<file path="src/rtl/load_store_unit_if.sv">
// Bus bundle between the EX/MEM request source, the load/store unit and data_memory.
// Handshake: a request transfers on a rising clk edge where req_valid & req_ready are both high;
// the source holds all req_* fields stable while req_valid is high and req_ready is low.
interface load_store_unit_if;
    logic        req_valid;
    logic        req_ready;
    logic        req_write;
    logic [2:0]  req_funct3;
    logic [31:0] req_addr;
    logic [31:0] req_wdata;

    logic [31:0] dmem_addr;
    logic [31:0] dmem_wdata;
    logic        dmem_we;
    logic        dmem_re;
    logic [31:0] dmem_rdata;

    logic        resp_valid;
    logic [31:0] resp_rdata;
    logic        err;
    logic [31:0] err_addr;

    logic        dbg_state;

    modport slave (
        input  req_valid, req_write, req_funct3, req_addr, req_wdata, dmem_rdata,
        output req_ready, dmem_addr, dmem_wdata, dmem_we, dmem_re,
               resp_valid, resp_rdata, err, err_addr, dbg_state
    );

    modport master (
        output req_valid, req_write, req_funct3, req_addr, req_wdata, dmem_rdata,
        input  req_ready, dmem_addr, dmem_wdata, dmem_we, dmem_re,
               resp_valid, resp_rdata, err, err_addr, dbg_state
    );
endinterface

</file>
<file path="src/rtl/load_store_unit.sv">
// MEM-stage load/store front end for a word-write-only data_memory.
// Sub-word stores become a read-modify-write pair that stalls the pipeline one cycle.
module load_store_unit #(
    parameter int DMEM_BYTES   = 128,
    parameter bit STRICT_ALIGN = 1'b1
) (
    input  logic clk,
    input  logic rstn,
    load_store_unit_if.slave bus
);

    localparam logic [0:0] IDLE   = 1'b0;
    localparam logic [0:0] RMW_WR = 1'b1;

    localparam logic [2:0] F3_B  = 3'd0;
    localparam logic [2:0] F3_H  = 3'd1;
    localparam logic [2:0] F3_W  = 3'd2;
    localparam logic [2:0] F3_BU = 3'd4;
    localparam logic [2:0] F3_HU = 3'd5;

    localparam logic [31:0] ADDR_MAX = 32'(DMEM_BYTES - 4);

    logic [0:0]  state;
    logic [31:0] addr_q;
    logic [31:0] merge_q;
    logic        resp_valid_q;
    logic [31:0] resp_rdata_q;
    logic        err_q;
    logic [31:0] err_addr_q;

    logic accept;
    logic funct_ok;
    logic range_ok;
    logic align_ok;
    logic legal;
    logic is_subword_store;

    function automatic logic [31:0] extend_load(input logic [2:0] f3, input logic [31:0] w);
        logic [31:0] r;
        case (f3)
            F3_B:    r = {{24{w[7]}}, w[7:0]};
            F3_H:    r = {{16{w[15]}}, w[15:0]};
            F3_BU:   r = {24'd0, w[7:0]};
            F3_HU:   r = {16'd0, w[15:0]};
            default: r = w;
        endcase
        return r;
    endfunction

    assign bus.req_ready = (state == IDLE) & rstn;
    assign accept        = bus.req_valid & bus.req_ready;

    always_comb begin
        funct_ok = 1'b0;
        case (bus.req_funct3)
            F3_B, F3_H, F3_W: funct_ok = 1'b1;
            F3_BU, F3_HU:     funct_ok = ~bus.req_write;
            default:          funct_ok = 1'b0;
        endcase
    end

    // Full 32-bit compare so any high address bit makes the request illegal.
    assign range_ok = (bus.req_addr <= ADDR_MAX);

    always_comb begin
        align_ok = 1'b1;
        if (STRICT_ALIGN) begin
            case (bus.req_funct3[1:0])
                2'b10:   align_ok = (bus.req_addr[1:0] == 2'b00);
                2'b01:   align_ok = ~bus.req_addr[0];
                default: align_ok = 1'b1;
            endcase
        end
    end

    assign legal            = funct_ok & range_ok & align_ok;
    assign is_subword_store = bus.req_write & (bus.req_funct3 != F3_W);

    always_comb begin
        bus.dmem_addr  = 32'd0;
        bus.dmem_wdata = 32'd0;
        bus.dmem_we    = 1'b0;
        bus.dmem_re    = 1'b0;
        if (rstn) begin
            if (state == RMW_WR) begin
                bus.dmem_we    = 1'b1;
                bus.dmem_addr  = addr_q;
                bus.dmem_wdata = merge_q;
            end else if (accept && legal) begin
                bus.dmem_addr = bus.req_addr;
                if (bus.req_write && !is_subword_store) begin
                    bus.dmem_we    = 1'b1;
                    bus.dmem_wdata = bus.req_wdata;
                end else begin
                    bus.dmem_re = 1'b1;
                end
            end
        end
    end

    always_ff @(posedge clk) begin
        if (!rstn) begin
            state        <= IDLE;
            addr_q       <= 32'd0;
            merge_q      <= 32'd0;
            resp_valid_q <= 1'b0;
            resp_rdata_q <= 32'd0;
            err_q        <= 1'b0;
            err_addr_q   <= 32'd0;
        end else begin
            resp_valid_q <= 1'b0;
            err_q        <= 1'b0;
            case (state)
                IDLE: begin
                    if (accept) begin
                        if (!legal) begin
                            err_q      <= 1'b1;
                            err_addr_q <= bus.req_addr;
                        end else if (!bus.req_write) begin
                            resp_valid_q <= 1'b1;
                            resp_rdata_q <= extend_load(bus.req_funct3, bus.dmem_rdata);
                        end else if (is_subword_store) begin
                            // Keep the untouched upper bytes from the word read this cycle.
                            if (bus.req_funct3 == F3_B)
                                merge_q <= {bus.dmem_rdata[31:8], bus.req_wdata[7:0]};
                            else
                                merge_q <= {bus.dmem_rdata[31:16], bus.req_wdata[15:0]};
                            addr_q <= bus.req_addr;
                            state  <= RMW_WR;
                        end
                    end
                end
                RMW_WR:  state <= IDLE;
                default: state <= IDLE;
            endcase
        end
    end

    assign bus.resp_valid = resp_valid_q;
    assign bus.resp_rdata = resp_rdata_q;
    assign bus.err        = err_q;
    assign bus.err_addr   = err_addr_q;
    assign bus.dbg_state  = state;

endmodule

</file>
<file path="src/flat_wrapper.sv">
// flat-port wrapper written by rule: the top's interface ports become plain ports
module load_store_unit_flat 
#(
    parameter int DMEM_BYTES   = 128,
    parameter bit STRICT_ALIGN = 1'b1
)
  (clk, rstn, bus_req_valid, bus_req_write, bus_req_funct3, bus_req_addr, bus_req_wdata, bus_dmem_rdata, bus_req_ready, bus_dmem_addr, bus_dmem_wdata, bus_dmem_we, bus_dmem_re, bus_resp_valid, bus_resp_rdata, bus_err, bus_err_addr, bus_dbg_state);
  load_store_unit_if bus_i ();
  input  logic clk;
  input  logic rstn;
  input wire logic [$bits(bus_i.req_valid)-1:0] bus_req_valid;
  input wire logic [$bits(bus_i.req_write)-1:0] bus_req_write;
  input wire logic [$bits(bus_i.req_funct3)-1:0] bus_req_funct3;
  input wire logic [$bits(bus_i.req_addr)-1:0] bus_req_addr;
  input wire logic [$bits(bus_i.req_wdata)-1:0] bus_req_wdata;
  input wire logic [$bits(bus_i.dmem_rdata)-1:0] bus_dmem_rdata;
  output wire logic [$bits(bus_i.req_ready)-1:0] bus_req_ready;
  output wire logic [$bits(bus_i.dmem_addr)-1:0] bus_dmem_addr;
  output wire logic [$bits(bus_i.dmem_wdata)-1:0] bus_dmem_wdata;
  output wire logic [$bits(bus_i.dmem_we)-1:0] bus_dmem_we;
  output wire logic [$bits(bus_i.dmem_re)-1:0] bus_dmem_re;
  output wire logic [$bits(bus_i.resp_valid)-1:0] bus_resp_valid;
  output wire logic [$bits(bus_i.resp_rdata)-1:0] bus_resp_rdata;
  output wire logic [$bits(bus_i.err)-1:0] bus_err;
  output wire logic [$bits(bus_i.err_addr)-1:0] bus_err_addr;
  output wire logic [$bits(bus_i.dbg_state)-1:0] bus_dbg_state;
  assign bus_i.req_valid = bus_req_valid;
  assign bus_i.req_write = bus_req_write;
  assign bus_i.req_funct3 = bus_req_funct3;
  assign bus_i.req_addr = bus_req_addr;
  assign bus_i.req_wdata = bus_req_wdata;
  assign bus_i.dmem_rdata = bus_dmem_rdata;
  assign bus_req_ready = bus_i.req_ready;
  assign bus_dmem_addr = bus_i.dmem_addr;
  assign bus_dmem_wdata = bus_i.dmem_wdata;
  assign bus_dmem_we = bus_i.dmem_we;
  assign bus_dmem_re = bus_i.dmem_re;
  assign bus_resp_valid = bus_i.resp_valid;
  assign bus_resp_rdata = bus_i.resp_rdata;
  assign bus_err = bus_i.err;
  assign bus_err_addr = bus_i.err_addr;
  assign bus_dbg_state = bus_i.dbg_state;
  load_store_unit #(.DMEM_BYTES(DMEM_BYTES), .STRICT_ALIGN(STRICT_ALIGN)) u_core (.clk(clk), .rstn(rstn), .bus(bus_i));
endmodule
</file>
<file path="config.mk">
export PLATFORM = sky130hd
export DESIGN_NAME = load_store_unit_flat
export DESIGN_NICKNAME = d
export VERILOG_FILES = /design/src/rtl/load_store_unit_if.sv /design/src/rtl/load_store_unit.sv /design/src/flat_wrapper.sv
export SDC_FILE = /design/constraint.sdc
export NUM_CORES = 1
export LEC_CHECK = 0
export CAP_MARGIN = 25
export CORE_MARGIN = 2
export CORE_UTILIZATION = 43
export DETAILED_ROUTE_END_ITERATION = 6
export PLACE_DENSITY = 0.89
export SETUP_SLACK_MARGIN = 0.5
export SYNTH_ARGS = -nofsm -noshare
export SYNTH_HDL_FRONTEND = slang
export SYNTH_SLANG_ARGS = --single-unit
</file>
<file path="constraint.sdc">
create_clock -name clk -period 6.2 [get_ports clk]
set_input_delay 1.86 -clock clk [delete_from_list [all_inputs] [get_ports clk]]
set_output_delay 1.86 -clock clk [all_outputs]
set_load 0.005 [all_outputs]
</file>
**Yosys cells after proc, flatten, opt, wreduce, memory -nomap -nowiden**

Cells that the tools add are included.

- Register bits: 131
- Input port bits: 103
- Output and inout port bits: 134

- Order comparisons: 1
- Eq/ne operators: 7
- Mux-type cells: 26
- Bitwise gates (word level): 11
- Reductions and logical operators: 12

Operator list:

| cell | count |
|---|---|
| 2-to-1 mux 32 bit | 7 |
| case mux 32 bit (4 select lines) | 1 |
| less-or-equal comparator 32 x 7 -> 1 bit (second input constant) | 1 |
| 2-to-1 mux 16 bit | 1 |
| 2-to-1 mux 1 bit | 14 |
| equality test 3 bit (second input constant) | 2 |
| inverter 1 bit | 6 |
| case mux 1 bit (2 select lines) | 3 |
| OR reduction 3 bit | 2 |
| AND 1 bit | 5 |
| AND reduction 5 bit | 1 |
| AND reduction 4 bit | 1 |
| OR reduction 4 bit | 1 |
| equality test 3 x 1 -> 1 bit (second input constant) | 1 |
| equality test 3 x 2 -> 1 bit (second input constant) | 1 |
| zero test 3 bit | 1 |
| != test 3 x 2 -> 1 bit (second input constant) | 1 |
| AND reduction 3 bit | 1 |
| equality test 2 x 1 -> 1 bit (second input constant) | 1 |
| equality test 2 bit (second input constant) | 1 |
| logical AND 1 bit | 2 |
| zero test 2 bit | 1 |
| OR reduction 2 bit | 1 |
| zero test 1 bit | 1 |

**Depth between registers and ports, before layout**

- Depth after elaboration: 9
- Mapped depth: 12
- Gate-level depth less buffers: 7

**Worst setup path before layout**

OpenSTA, ideal clock, no wires.

- Path kind: input -> output
- Start point: input port bus_req_funct3[1]
- End point: output port bus_dmem_re
- Data arrival time: 3,649 ps
- Slack: 691 ps
- Stages on the path: 9
- Buffers on the path: 4
- Cell sequence: clkbuf_1 clkbuf_1 inv_1 ha_1 inv_1 o2111ai_1 buf_4 buf_1 nor3_1

- Longest elaborated chain between the ends: 9
- Elaborated cells on any way between the ends: 22
- Classes of those cells: eq/ne: 7; mux: 6; bitwise: 3; reduce/logical: 6

Ends and longest elaborated chain:

| element | RTL line | text |
|---|---|---|
| start, declared | flat_wrapper.sv:13 | `input wire logic [$bits(bus_i.req_funct3)-1:0] bus_req_funct3;` |
| equality test 3 x 2 -> 1 bit (tied with other cells) | load_store_unit.sv:55 | `case (bus.req_funct3)` |
| OR reduction 3 bit / OR reduction 2 bit (equally long branches) | load_store_unit.sv:55 |  |
| case mux 1 bit (2 select lines) | load_store_unit.sv:55 |  |
| AND 1 bit (2 in a row) | load_store_unit.sv:76 | `assign legal = funct_ok & range_ok & align_ok;` |
| logical AND 1 bit | load_store_unit.sv:89 | `end else if (accept && legal) begin` |
| 2-to-1 mux 1 bit * | load_store_unit.sv:89 |  |
| 2-to-1 mux 1 bit * | load_store_unit.sv:85 | `if (state == RMW_WR) begin` |
| 2-to-1 mux 1 bit * | load_store_unit.sv:84 | `if (rstn) begin` |
| end, declared | flat_wrapper.sv:21 | `output wire logic [$bits(bus_i.dmem_re)-1:0] bus_dmem_re;` |

Mark *: on every way between the ends. The rest lies on a longest branch, timed or not.

**Worst setup path after layout**

- Start point: input port bus_req_addr[13]
- End point: output port bus_dmem_wdata[30]

- Longest elaborated chain between the ends: 7

Ends and longest elaborated chain:

| element | RTL line | text |
|---|---|---|
| start, declared | flat_wrapper.sv:14 | `input wire logic [$bits(bus_i.req_addr)-1:0] bus_req_addr;` |
| less-or-equal comparator 32 x 7 -> 1 bit | load_store_unit.sv:63 | `assign range_ok = (bus.req_addr <= ADDR_MAX);` |
| AND 1 bit (2 in a row) | load_store_unit.sv:76 |  |
| logical AND 1 bit | load_store_unit.sv:89 |  |
| 2-to-1 mux 32 bit | load_store_unit.sv:89 |  |
| 2-to-1 mux 32 bit | load_store_unit.sv:85 |  |
| 2-to-1 mux 32 bit | load_store_unit.sv:84 |  |
| end, declared | flat_wrapper.sv:19 | `output wire logic [$bits(bus_i.dmem_wdata)-1:0] bus_dmem_wdata;` |

Every way passes these cells.

==> qor.csv <==
metric,value,unit
number of antenna violations at the first check in global routing,1,
Top Metal Used,met4,
hold path cells,2,
Crit path required time,4.34,ns
multiplexer area fraction after synthesis,0.02762,
area fraction of the dominant cell type after synthesis,0.4523,
transition time of the tightest slew-check pin,1.040,ns
Yosys reg bits,131,
total iterations of the first detailed-routing run,5,
reg-to-reg startpoint,u_core.bus.dbg_state,
count of distinct cell types in the synthesized netlist,39,
most frequent standard cell in the layout excluding fill and tap cells,clkdlybuf4s50_1,
met3 WL,1.903,mm
die area,14430,sq um
number of DRC markers in iteration 0,761,
maximum capacitance violations,0,
critical-path maximum fanout,8,
standard-cell row count,42,
clock tree from TritonCTS,built,
Worst Reg2Reg Path Length in Cells,6,
worst-case setup slack after placement,-0.1125,ns
power per cell area,230.1,nW/um^2
Post-Synth Simple-Gate Area,0.2100,
Die Ht,120.1,um
final weighted congestion in routability-driven placement,0.7928,
headroom to the max-slew limit,0.3047,
core region area,13190,sq um
worst min-delay path class,register to register,
combinational family with the most area after synthesis,compound AO/OA/AOI/OAI gates,
fin. max-slew vios,0,
Final setup viols,0,
Post-Synthesis Cells,713,
Final Non-Filler Cells,1112,
half-perimeter wire length after placement,12.71,mm
cells taking the most area after synthesis,"dfxtp_1 45%, a21oi_1 6.9%, o21ai_0 6.2%, nand2_1 4.3%, a22oi_1 4.3%",
Static Leak,0.003387,uW
Wirelength per Cell,18.08,um
parity-gate share of the synthesized area counting xor and xnor cells,0,
Root Buffer,clkbuf_16,
met2 wirelength from detailed routing,9.640,mm
residual DRC count,0,
worst clock skew on the final layout,0.004308,ns
arrival time at the worst endpoint,3.80,ns
area of the mapped netlist,5798,sq um
clock network latency to the later pin of the worst-skew pair,0.42,ns
Synth Warn #,0,
result of the run,completed,
area fraction in compound gates after synthesis,0.2374,
pin count of the biggest net entering global routing,88,
WL final,20.11,mm
total I/O pin count,237,
starting utilization of the core area,0.4396,
r2r setup slk,3.03,ns
clk slew on worst S/H paths,0.05,ns
final setup slack of the worst path,0.5413,ns
number of buffers inserted by port buffering,236,
number of global-route vias before repair,5989,
nature of the critical path startpoint,input pin,
Final Util,0.6748,
clock buffers created by TritonCTS,17,
Max Root-Sink Buffers,2,
Post-Synth Adder-Cell Area,0.006474,
cell taking the most area after synthesis,dfxtp_1,
wire length of the first global-routing pass,31.73,mm
final critical path time including I/O delays and setup,5.659,ns
Syn Area/Cell,8.132,sq um
Crit Reg-Reg Endpoint,u_core.merge_q[26],
worst min-delay path startpoint,u_core.addr_q[8],
portion of the post-synthesis area used by sequential elements,0.4523,
Syn-to-layout area delta,53.52,%
DIE WIDTH,120.1,um
maximum clock frequency,0.1767,GHz
endpoint type of the worst setup path,primary output,
GRT Total Usage,0.2763,
fin crit share,0.9127,
"commonest cells after routing, fill and taps aside","174 x clkdlybuf4s50_1, 130 x dfxtp_1, 80 x a21oi_1",
Antenna Violating Nets Remaining,0,
net count after synthesis,819,
total grt overflow,0,
detailed-routing wirelength on met1,8.059,mm
endpoints failing hold,0,
number of vias per cell,5.624,
clock tree sinks,131,
RSZ-0062 raised after global routing,true,
Post-CTS Hold Fix Bufs,0,
layout net count,1030,
placed cells,1071,
via count,6254,
hold endpoint,u_core.addr_q[8],
Critical Setup Path Class,input pin to primary output,
layout cell share with drive strength beyond 1,0.1455,
Worst VDD drop,0.2047,mV
deepest level of the CTS H-tree,4,
==> cell usage after synthesis, drive strengths merged <==
cell / number
and3: 26
a2111oi: 1
o2111a: 2
nand3: 40
nor4: 3
a31oi: 8
nand4: 32
nor2: 64
nor3b: 1
nand2b: 4
clkbuf: 52
or2: 2
and3b: 2
ha: 3
a21oi: 80
a211oi: 25
inv: 4
o211a: 1
and2: 2
clkinv: 1
a22o: 7
a22oi: 33
buf: 26
nor2b: 1
mux2i: 16
dfxtp: 131
nand2: 67
o2111ai: 1
or3: 1
nor3: 2
o21ai: 72
or4: 2
and4: 1
==> area by class of cell <==
cell class,count,area [sq um]
repair buffers,270,2546
clock buffers,21,470.5
fillers,1061,4289
diodes,1,2.502
clock inverters,9,106.4
multi-input cells,499,2913
inverters,5,18.77
well taps,176,220.2
flip-flops and latches,131,2624
==> routing by layer <==
layer	global-route usage	up-vias
met5	0	-
met4	0.1235	0
met3	0.08460	41
met2	0.4450	298
met1	0.3393	2920
li1	-	2995
==> flip-flops by register name, summed over array words and instances, names as in the netlist <==
register,flops
u_core.bus.err,1
u_core.merge_q,32
u_core.bus.err_addr,32
u_core.bus.resp_valid,1
u_core.bus.dbg_state,1
u_core.bus.resp_rdata,32
u_core.addr_q,32
==> report_power, final <==
| group | switching [uW] | total, uW | internal, uW |
|---|---|---|---|
| Combinational | 97.3 | 200 | 103 |
| Sequential | 7.78 | 865 | 857 |
| Clock | 366 | 983 | 617 |
==> worst max-delay path, stage by stage <==
cell and delay [ns]:
buf_6 0.09, or4_4 0.54, a2111oi_4 0.31, o2111a_2 0.28
buf_6 0.12, buf_12 0.11, buf_16 0.13, a22oi_1 0.07
nor2_1 0.12, buf_2 0.13
==> through the flow <==
stage	total power [uW]	hold slack (ns)	area (sq um)	setup TNS, ns
final	2048	0.4257	8901	0
after global placement	1077	0.4160	8225	-0.9342
after detailed placement	1080	0.4197	8237	-2.384
after floorplan	948.0	0.4106	5798	0
after CTS	2055	0.4272	8840	0
after global routing	2108	0.4433	8901	0
==> how the worst max path moves through the flow <==
stage,end,start,slack [ns]
floorplan,bus_dmem_re,bus_req_funct3[1],0.69
global placement,bus_dmem_wdata[14],bus_req_addr[14],-0.06
detailed placement,bus_dmem_wdata[15],bus_req_addr[14],-0.11
CTS,bus_dmem_wdata[30],bus_req_addr[19],0.50
global route,bus_dmem_wdata[31],bus_req_addr[13],0.47
finish,bus_dmem_wdata[30],bus_req_addr[13],0.54
==> cell families (layout without fill, tap and decap cells) <==
group	count (synthesis)	after routing
other	0	1
and+or+nand+nor	250	250
muxes	16	16
buffers and inverters	83	305
AOI/OAI and AO/OA	230	230
DFF	131	131
adders and majority gates	3	3
==> what timing repair did <==
| item | 4_1_cts | 5_1_grt |
|---|---|---|
| gates resized for setup | 182 | 28 |
| gates cloned | 3 | 0 |
| pin swaps | 13 | 13 |
| buffers inserted | 6 | 0 |
| endpoints found under the setup margin | 41 | 40 |
(Power assumes the default switching activity.)
